**src/rtl/branch_pkg.sv**
```systemverilog
// Shared types and constants for the branch predictor.
// Holds the resolve opcode enum and the 2-bit saturating counter states.
package branch_pkg;

    typedef enum logic [2:0] {
        OP_JAL  = 3'd0,
        OP_JALR = 3'd1,
        OP_BEQ  = 3'd2,
        OP_BNE  = 3'd3,
        OP_BLT  = 3'd4,
        OP_BGE  = 3'd5,
        OP_BLTU = 3'd6,
        OP_BGEU = 3'd7
    } branch_op_t;

    // Counter states: strongly/weakly not-taken, weakly/strongly taken.
    localparam logic [1:0] SNT = 2'b00;
    localparam logic [1:0] WNT = 2'b01;
    localparam logic [1:0] WT  = 2'b10;
    localparam logic [1:0] ST  = 2'b11;

endpackage

```
**src/rtl/branch_compare.sv**
```systemverilog
// Branch condition evaluator: decides taken/not-taken from rs1, rs2 and the opcode.
// Jumps are always taken; B-type ops compare operand_1 against operand_2.
module branch_compare
    import branch_pkg::*;
#(
    parameter int XLEN = 32
) (
    input  logic [XLEN-1:0] operand_1,
    input  logic [XLEN-1:0] operand_2,
    input  branch_op_t      op,
    output logic            taken
);

    // Condition decode; signed ops reinterpret the operands as two's complement.
    always_comb begin
        taken = 1'b0;
        case (op)
            OP_JAL, OP_JALR: taken = 1'b1;
            OP_BEQ:          taken = (operand_1 == operand_2);
            OP_BNE:          taken = (operand_1 != operand_2);
            OP_BLT:          taken = ($signed(operand_1) <  $signed(operand_2));
            OP_BGE:          taken = ($signed(operand_1) >= $signed(operand_2));
            OP_BLTU:         taken = (operand_1 <  operand_2);
            OP_BGEU:         taken = (operand_1 >= operand_2);
            default:         taken = 1'b0;
        endcase
    end

endmodule

```
**src/rtl/branch_predict_unit.sv**
```systemverilog
// Direct-mapped branch predictor with 2-bit saturating counters and a
// registered misprediction redirect. Lookup is combinational and sees the
// table contents before any same-cycle update.
// Optional feature macro: BRANCH_PREDICT_STATS_EN adds resolve/mispredict
// counters on stat_resolves / stat_mispredicts.
module branch_predict_unit
    import branch_pkg::*;
#(
    parameter int XLEN    = 32,
    parameter int ENTRIES = 16
) (
    input  logic            clk,
    input  logic            rst,
    input  logic [XLEN-1:0] lookup_pc,
    output logic            pred_taken,
    output logic [XLEN-1:0] pred_target,
    input  logic            resolve_valid,
    input  branch_op_t      resolve_op,
    input  logic [XLEN-1:0] resolve_pc,
    input  logic [XLEN-1:0] operand_1,
    input  logic [XLEN-1:0] operand_2,
    input  logic [XLEN-1:0] operand_3,
    input  logic            resolve_pred_taken,
    input  logic [XLEN-1:0] resolve_pred_target,
    output logic            redirect_valid,
    output logic [XLEN-1:0] redirect_pc
`ifdef BRANCH_PREDICT_STATS_EN
    ,
    output logic [31:0]     stat_resolves,
    output logic [31:0]     stat_mispredicts
`endif
);

    localparam int IDX_W = $clog2(ENTRIES);
    localparam int TAG_W = XLEN - IDX_W - 2;

    logic [ENTRIES-1:0] r_valid;
    logic [TAG_W-1:0]   r_tag    [ENTRIES];
    logic [XLEN-1:0]    r_target [ENTRIES];
    logic [1:0]         r_ctr    [ENTRIES];

    logic               r_redirect_valid;
    logic [XLEN-1:0]    r_redirect_pc;

    logic [IDX_W-1:0]   w_lk_idx;
    logic [TAG_W-1:0]   w_lk_tag;
    logic               w_lk_hit;

    logic [IDX_W-1:0]   w_rs_idx;
    logic [TAG_W-1:0]   w_rs_tag;
    logic               w_rs_hit;
    logic               w_taken;
    logic [XLEN-1:0]    w_jalr_sum;
    logic [XLEN-1:0]    w_target;
    logic [XLEN-1:0]    w_fallthru;
    logic               w_mispredict;

    assign w_lk_idx = lookup_pc[IDX_W+1:2];
    assign w_lk_tag = lookup_pc[XLEN-1:IDX_W+2];
    assign w_lk_hit = r_valid[w_lk_idx] && (r_tag[w_lk_idx] == w_lk_tag);

    assign pred_taken  = w_lk_hit && r_ctr[w_lk_idx][1];
    assign pred_target = w_lk_hit ? r_target[w_lk_idx] : (lookup_pc + XLEN'(4));

    branch_compare #(
        .XLEN (XLEN)
    ) u_compare (
        .operand_1 (operand_1),
        .operand_2 (operand_2),
        .op        (resolve_op),
        .taken     (w_taken)
    );

    assign w_rs_idx   = resolve_pc[IDX_W+1:2];
    assign w_rs_tag   = resolve_pc[XLEN-1:IDX_W+2];
    assign w_rs_hit   = r_valid[w_rs_idx] && (r_tag[w_rs_idx] == w_rs_tag);
    assign w_jalr_sum = operand_1 + operand_3;
    assign w_fallthru = resolve_pc + XLEN'(4);

    // Actual target: JALR is register-relative with bit 0 forced low, the rest PC-relative.
    always_comb begin
        w_target = resolve_pc + operand_3;
        if (resolve_op == OP_JALR) begin
            w_target = {w_jalr_sum[XLEN-1:1], 1'b0};
        end
    end

    // A wrong target only matters when the branch is actually taken.
    assign w_mispredict = (w_taken != resolve_pred_taken) ||
                          (w_taken && (w_target != resolve_pred_target));

    // Registered redirect towards fetch; redirect_pc holds between resolves.
    always_ff @(posedge clk or posedge rst) begin
        if (rst) begin
            r_redirect_valid <= 1'b0;
            r_redirect_pc    <= '0;
        end else begin
            r_redirect_valid <= resolve_valid && w_mispredict;
            if (resolve_valid) begin
                r_redirect_pc <= w_taken ? w_target : w_fallthru;
            end
        end
    end

    assign redirect_valid = r_redirect_valid;
    assign redirect_pc    = r_redirect_pc;

    // Table training: allocate on tag miss, otherwise nudge the counter toward the outcome.
    always_ff @(posedge clk or posedge rst) begin
        if (rst) begin
            r_valid <= '0;
            for (int i = 0; i < ENTRIES; i++) begin
                r_tag[i]    <= '0;
                r_target[i] <= '0;
                r_ctr[i]    <= WNT;
            end
        end else if (resolve_valid) begin
            if (!w_rs_hit) begin
                r_valid[w_rs_idx]  <= 1'b1;
                r_tag[w_rs_idx]    <= w_rs_tag;
                r_target[w_rs_idx] <= w_target;
                r_ctr[w_rs_idx]    <= w_taken ? WT : WNT;
            end else if (w_taken) begin
                r_target[w_rs_idx] <= w_target;
                if (r_ctr[w_rs_idx] != ST) begin
                    r_ctr[w_rs_idx] <= r_ctr[w_rs_idx] + 2'd1;
                end
            end else if (r_ctr[w_rs_idx] != SNT) begin
                r_ctr[w_rs_idx] <= r_ctr[w_rs_idx] - 2'd1;
            end
        end
    end

`ifdef BRANCH_PREDICT_STATS_EN
    logic [31:0] r_stat_resolves;
    logic [31:0] r_stat_mispredicts;

    // Saturating event counters; they stick at all-ones rather than wrap.
    always_ff @(posedge clk or posedge rst) begin
        if (rst) begin
            r_stat_resolves    <= '0;
            r_stat_mispredicts <= '0;
        end else if (resolve_valid) begin
            if (r_stat_resolves != '1) begin
                r_stat_resolves <= r_stat_resolves + 32'd1;
            end
            if (w_mispredict && (r_stat_mispredicts != '1)) begin
                r_stat_mispredicts <= r_stat_mispredicts + 32'd1;
            end
        end
    end

    assign stat_resolves    = r_stat_resolves;
    assign stat_mispredicts = r_stat_mispredicts;
`endif

endmodule

```
**config.mk**
```make
export PLATFORM = sky130hd
export DESIGN_NAME = branch_predict_unit
export DESIGN_NICKNAME = d
export VERILOG_FILES = /design/src/rtl/branch_pkg.sv /design/src/rtl/branch_compare.sv /design/src/rtl/branch_predict_unit.sv
export SDC_FILE = /design/constraint.sdc
export NUM_CORES = 2
export LEC_CHECK = 0
export BUFFER_PORTS_ARGS = -buffer_cell sky130_fd_sc_hd__buf_2
export CAP_MARGIN = 10
export CELL_PAD_IN_SITES_DETAIL_PLACEMENT = 0
export CELL_PAD_IN_SITES_GLOBAL_PLACEMENT = 2
export CORE_MARGIN = 2
export CORE_UTILIZATION = 43
export CTS_CLUSTER_DIAMETER = 150
export DETAILED_ROUTE_END_ITERATION = 16
export HOLD_SLACK_MARGIN = 0.05
export PLACE_DENSITY_LB_ADDON = 0.1
export SLEW_MARGIN = 20
export SYNTH_ARGS = -nofsm -noshare
export SYNTH_HDL_FRONTEND = slang
export SYNTH_HIERARCHICAL = 1
export SYNTH_SLANG_ARGS = --single-unit
```
**constraint.sdc**
```tcl
create_clock -name clk -period 41.4 [get_ports clk]
set_input_delay 10.35 -clock clk [delete_from_list [all_inputs] [get_ports clk]]
set_output_delay 10.35 -clock clk [all_outputs]
set_load 0.01 [all_outputs]
```
==> impl_metrics.json <==
{
  "syn_nets": 4912,
  "vias_per_cell": 5.83,
  "cp.arrival_ps": 15530,
  "syn_area_per_cell_um2": 12.1,
  "synth_most_common_cell": "dfrtp_1",
  "slew_headroom_pct": 20.6,
  "grt_pass1_vias": 38500,
  "dp_slack_ps": 15520,
  "dr.pass1.iters": 5,
  "cts_tree": "yes",
  "htree_levels": 3,
  "clk_pin_slew_ps": 60,
  "worst-r2r-cell-count": 10,
  "placed_cells": 6314,
  "criticalPathCategory": "in2out",
  "portBuffers": 264,
  "max_cap_violations": 0,
  "numCtsBuffers": 110,
  "synth_cells": 4611,
  "setup_viol": 0,
  "postCtsSetupBuffers": 0,
  "yosys_warnings": 6,
  "rsz0062_at_grt": "no",
  "hold_viol": 0,
  "p_per_area_nw_per_um2": 52.1,
  "antenna_found_initial": 6,
  "timing.rr.end": "r_target[10]",
  "fin_ws_ps": 15520,
  "dieWidth_um": 365,
  "routabilityCongestion": 0.877,
  "ys_types": 82,
  "fin_skew_ps": 49.9,
  "syn_to_final_growth_pct": 11.8,
  "drive_above_1_share_pct": 32.8,
  "clk_latency_ps": 750,
  "worst_pin_slew_ps": 1160,
  "grt_max_degree": 163,
  "drcViolationCount": 0,
  "grtUsageTotal_pct": 28.2,
  "synth_seq_cells": 1009,
  "synthTopCellsByArea": "dfrtp_1 (44%), mux4_2 (18%), mux2_2 (5.9%), mux2_4 (5.1%), o21ai_0 (5.0%)",
  "clock-sinks": 1009,
  "postCtsResizedCells": 0,
  "clockBufferDepth": 3,
  "worstReg2RegStart": "r_tag[116]",
  "p_leak_uw": 0.0269,
  "dieArea_um2": 133000,
  "outcome": "finished clean",
  "peakVddDrop_mv": 0.0407,
  "grt.overflow.total": 0,
  "cp-startpoint": "lookup_pc[2]",
  "fin_tns_setup_ps": 0,
  "cts-hold-fix-buffers": 0,
  "fin_nets": 4985,
  "die_h_um": 365,
  "fmax_mhz": 38.6,
  "ant_nets": 0,
  "num_vias": 38100,
  "netlist_area_um2": 56000,
  "hpwl_um": 118000,
  "setup.worst_path.end_class": "primary output",
  "ys_seq_area_share_pct": 45.2,
  "grt_pass1_wl_um": 273000,
  "drtIter0Drc": 3077,
  "finalWirelength_um": 186000,
  "finalNonFillerCells": 6529,
  "initial_core_util_pct": 43.3,
  "drv_slew": 0,
  "cp_max_fo": 61,
  "io_pins": 265,
  "synthArstFlopShare_pct": 100,
  "crit_path_end": "pred_target[3]",
  "root_buffer": "clkbuf_16",
  "synth_top_area_share_pct": 44.4,
  "synth.top_cells.by_count": "dfrtp_1 (993), nand2_1 (646), o21ai_0 (557)",
  "wl_per_cell_um": 28.5,
  "core_area_um2": 129000,
  "period_needed_ps": 25880,
  "ff2ff_setup_slack_ps": 35980,
  "yosysTopAreaCell": "dfrtp_1",
  "row_count": 132,
  "min_period_over_period_pct": 62.5,
  "ys.flop_type": "dfrtp_1",
  "start_kind": "primary input",
  "synth_edf_count": 0,
  "min_path_type": "reg2reg",
  "required_ps": 31050
}
==> logic make-up after synthesis <==
logic type | Yosys count | share of synthesized area [%]
XOR/XNOR | 194 | 3.04
adder cells (fa/ha/maj) | 102 | 2.31
AO/OA/AOI/OAI | 834 | 8.14
multiplexers | 941 | 29.1
buffers and inverters | 455 | 3.66
AND/OR/NAND/NOR | 1076 | 8.57
flip-flops | 1009 | 45.2
==> flip-flops by register name, indices dropped and copies added (netlist names) <==
register	flops
r_target	512
r_tag	416
r_ctr	32
redirect_pc	32
r_valid	16
redirect_valid	1
==> metal layers <==
metal	global-route usage, %	part of all wire [%]	routed length [µm]
met5	0	0.0070	13
met3	4.03	5.1	9420
met4	7.32	2.5	4600
met2	44.4	47	86500
met1	41.0	46	85400
==> per-stage QoR <==
| stage | area [µm²] | hold WS [ps] | total power, µW | utilization [%] |
|---|---|---|---|---|
| after CTS | 62500 | 478 | 3280 | 48.3 |
| after global routing | 62500 | 491 | 3430 | 48.4 |
| after detailed placement | 58700 | 462 | 2230 | 45.4 |
| after floorplan | 56000 | 440 | 1960 | - |
| final | 62500 | 472 | 3260 | 48.4 |
| after global placement | 58700 | 456 | 2220 | 45.4 |
==> how the worst min path moves through the flow <==
stage | from | end | slack, ps | depth (start not counted)
final | r_target[221] | r_target[221] | 470 | 2
after global routing | r_target[454] | r_target[454] | 490 | 2
after global placement | r_target[357] | r_target[357] | 460 | 2
after CTS | r_target[421] | r_target[421] | 480 | 2
after detailed placement | r_target[325] | r_target[325] | 460 | 2
after floorplan | r_target[293] | r_target[293] | 440 | 2
==> cell usage in the layout, fill, tap and decap left out, drive strengths merged, types with 23 or more instances in the layout <==
| cell type | count |
|---|---|
| o21ai | 567 |
| a21oi | 141 |
| nand4 | 48 |
| buf | 363 |
| a21o | 23 |
| ha | 100 |
| xnor2 | 113 |
| nor3 | 23 |
| nor2 | 142 |
| mux2 | 481 |
| dfrtp | 993 |
| xor2 | 81 |
| and3 | 67 |
| nand2 | 647 |
| clkbuf | 160 |
| nand3 | 58 |
| clkinv | 31 |
| inv | 55 |
| mux4 | 445 |
==> area by class of cell <==
type / count / area, µm²
Clock inverter: 47 / 653
Tap cell: 1742 / 2180
Fill cell: 11700 / 66800
Multi-Input combinational cell: 3147 / 28900
Timing Repair Buffer: 364 / 2130
Antenna cell: 9 / 22.5
Inverter: 52 / 203
Sequential cell: 1009 / 25300
Clock buffer: 159 / 3200
==> worst max-delay path: stages <==
cell,delay (ps)
buf_8,450
buf_4,660
buf_4,800
mux4_2,590
mux4_2,580
xnor2_1,240
nand4_1,120
nor4_1,280
nand4_1,280
buf_4,430
mux2_2,370
buf_2,140
==> power by group <==
group	total, µW	internal, µW	switching, µW	leakage [µW]
clock network	1040	608	436	0.00190
logic	816	427	390	0.0125
registers	1400	1240	160	0.0125
total	3260	2280	985	0.0269
Power figures use the tool's default switching activity.
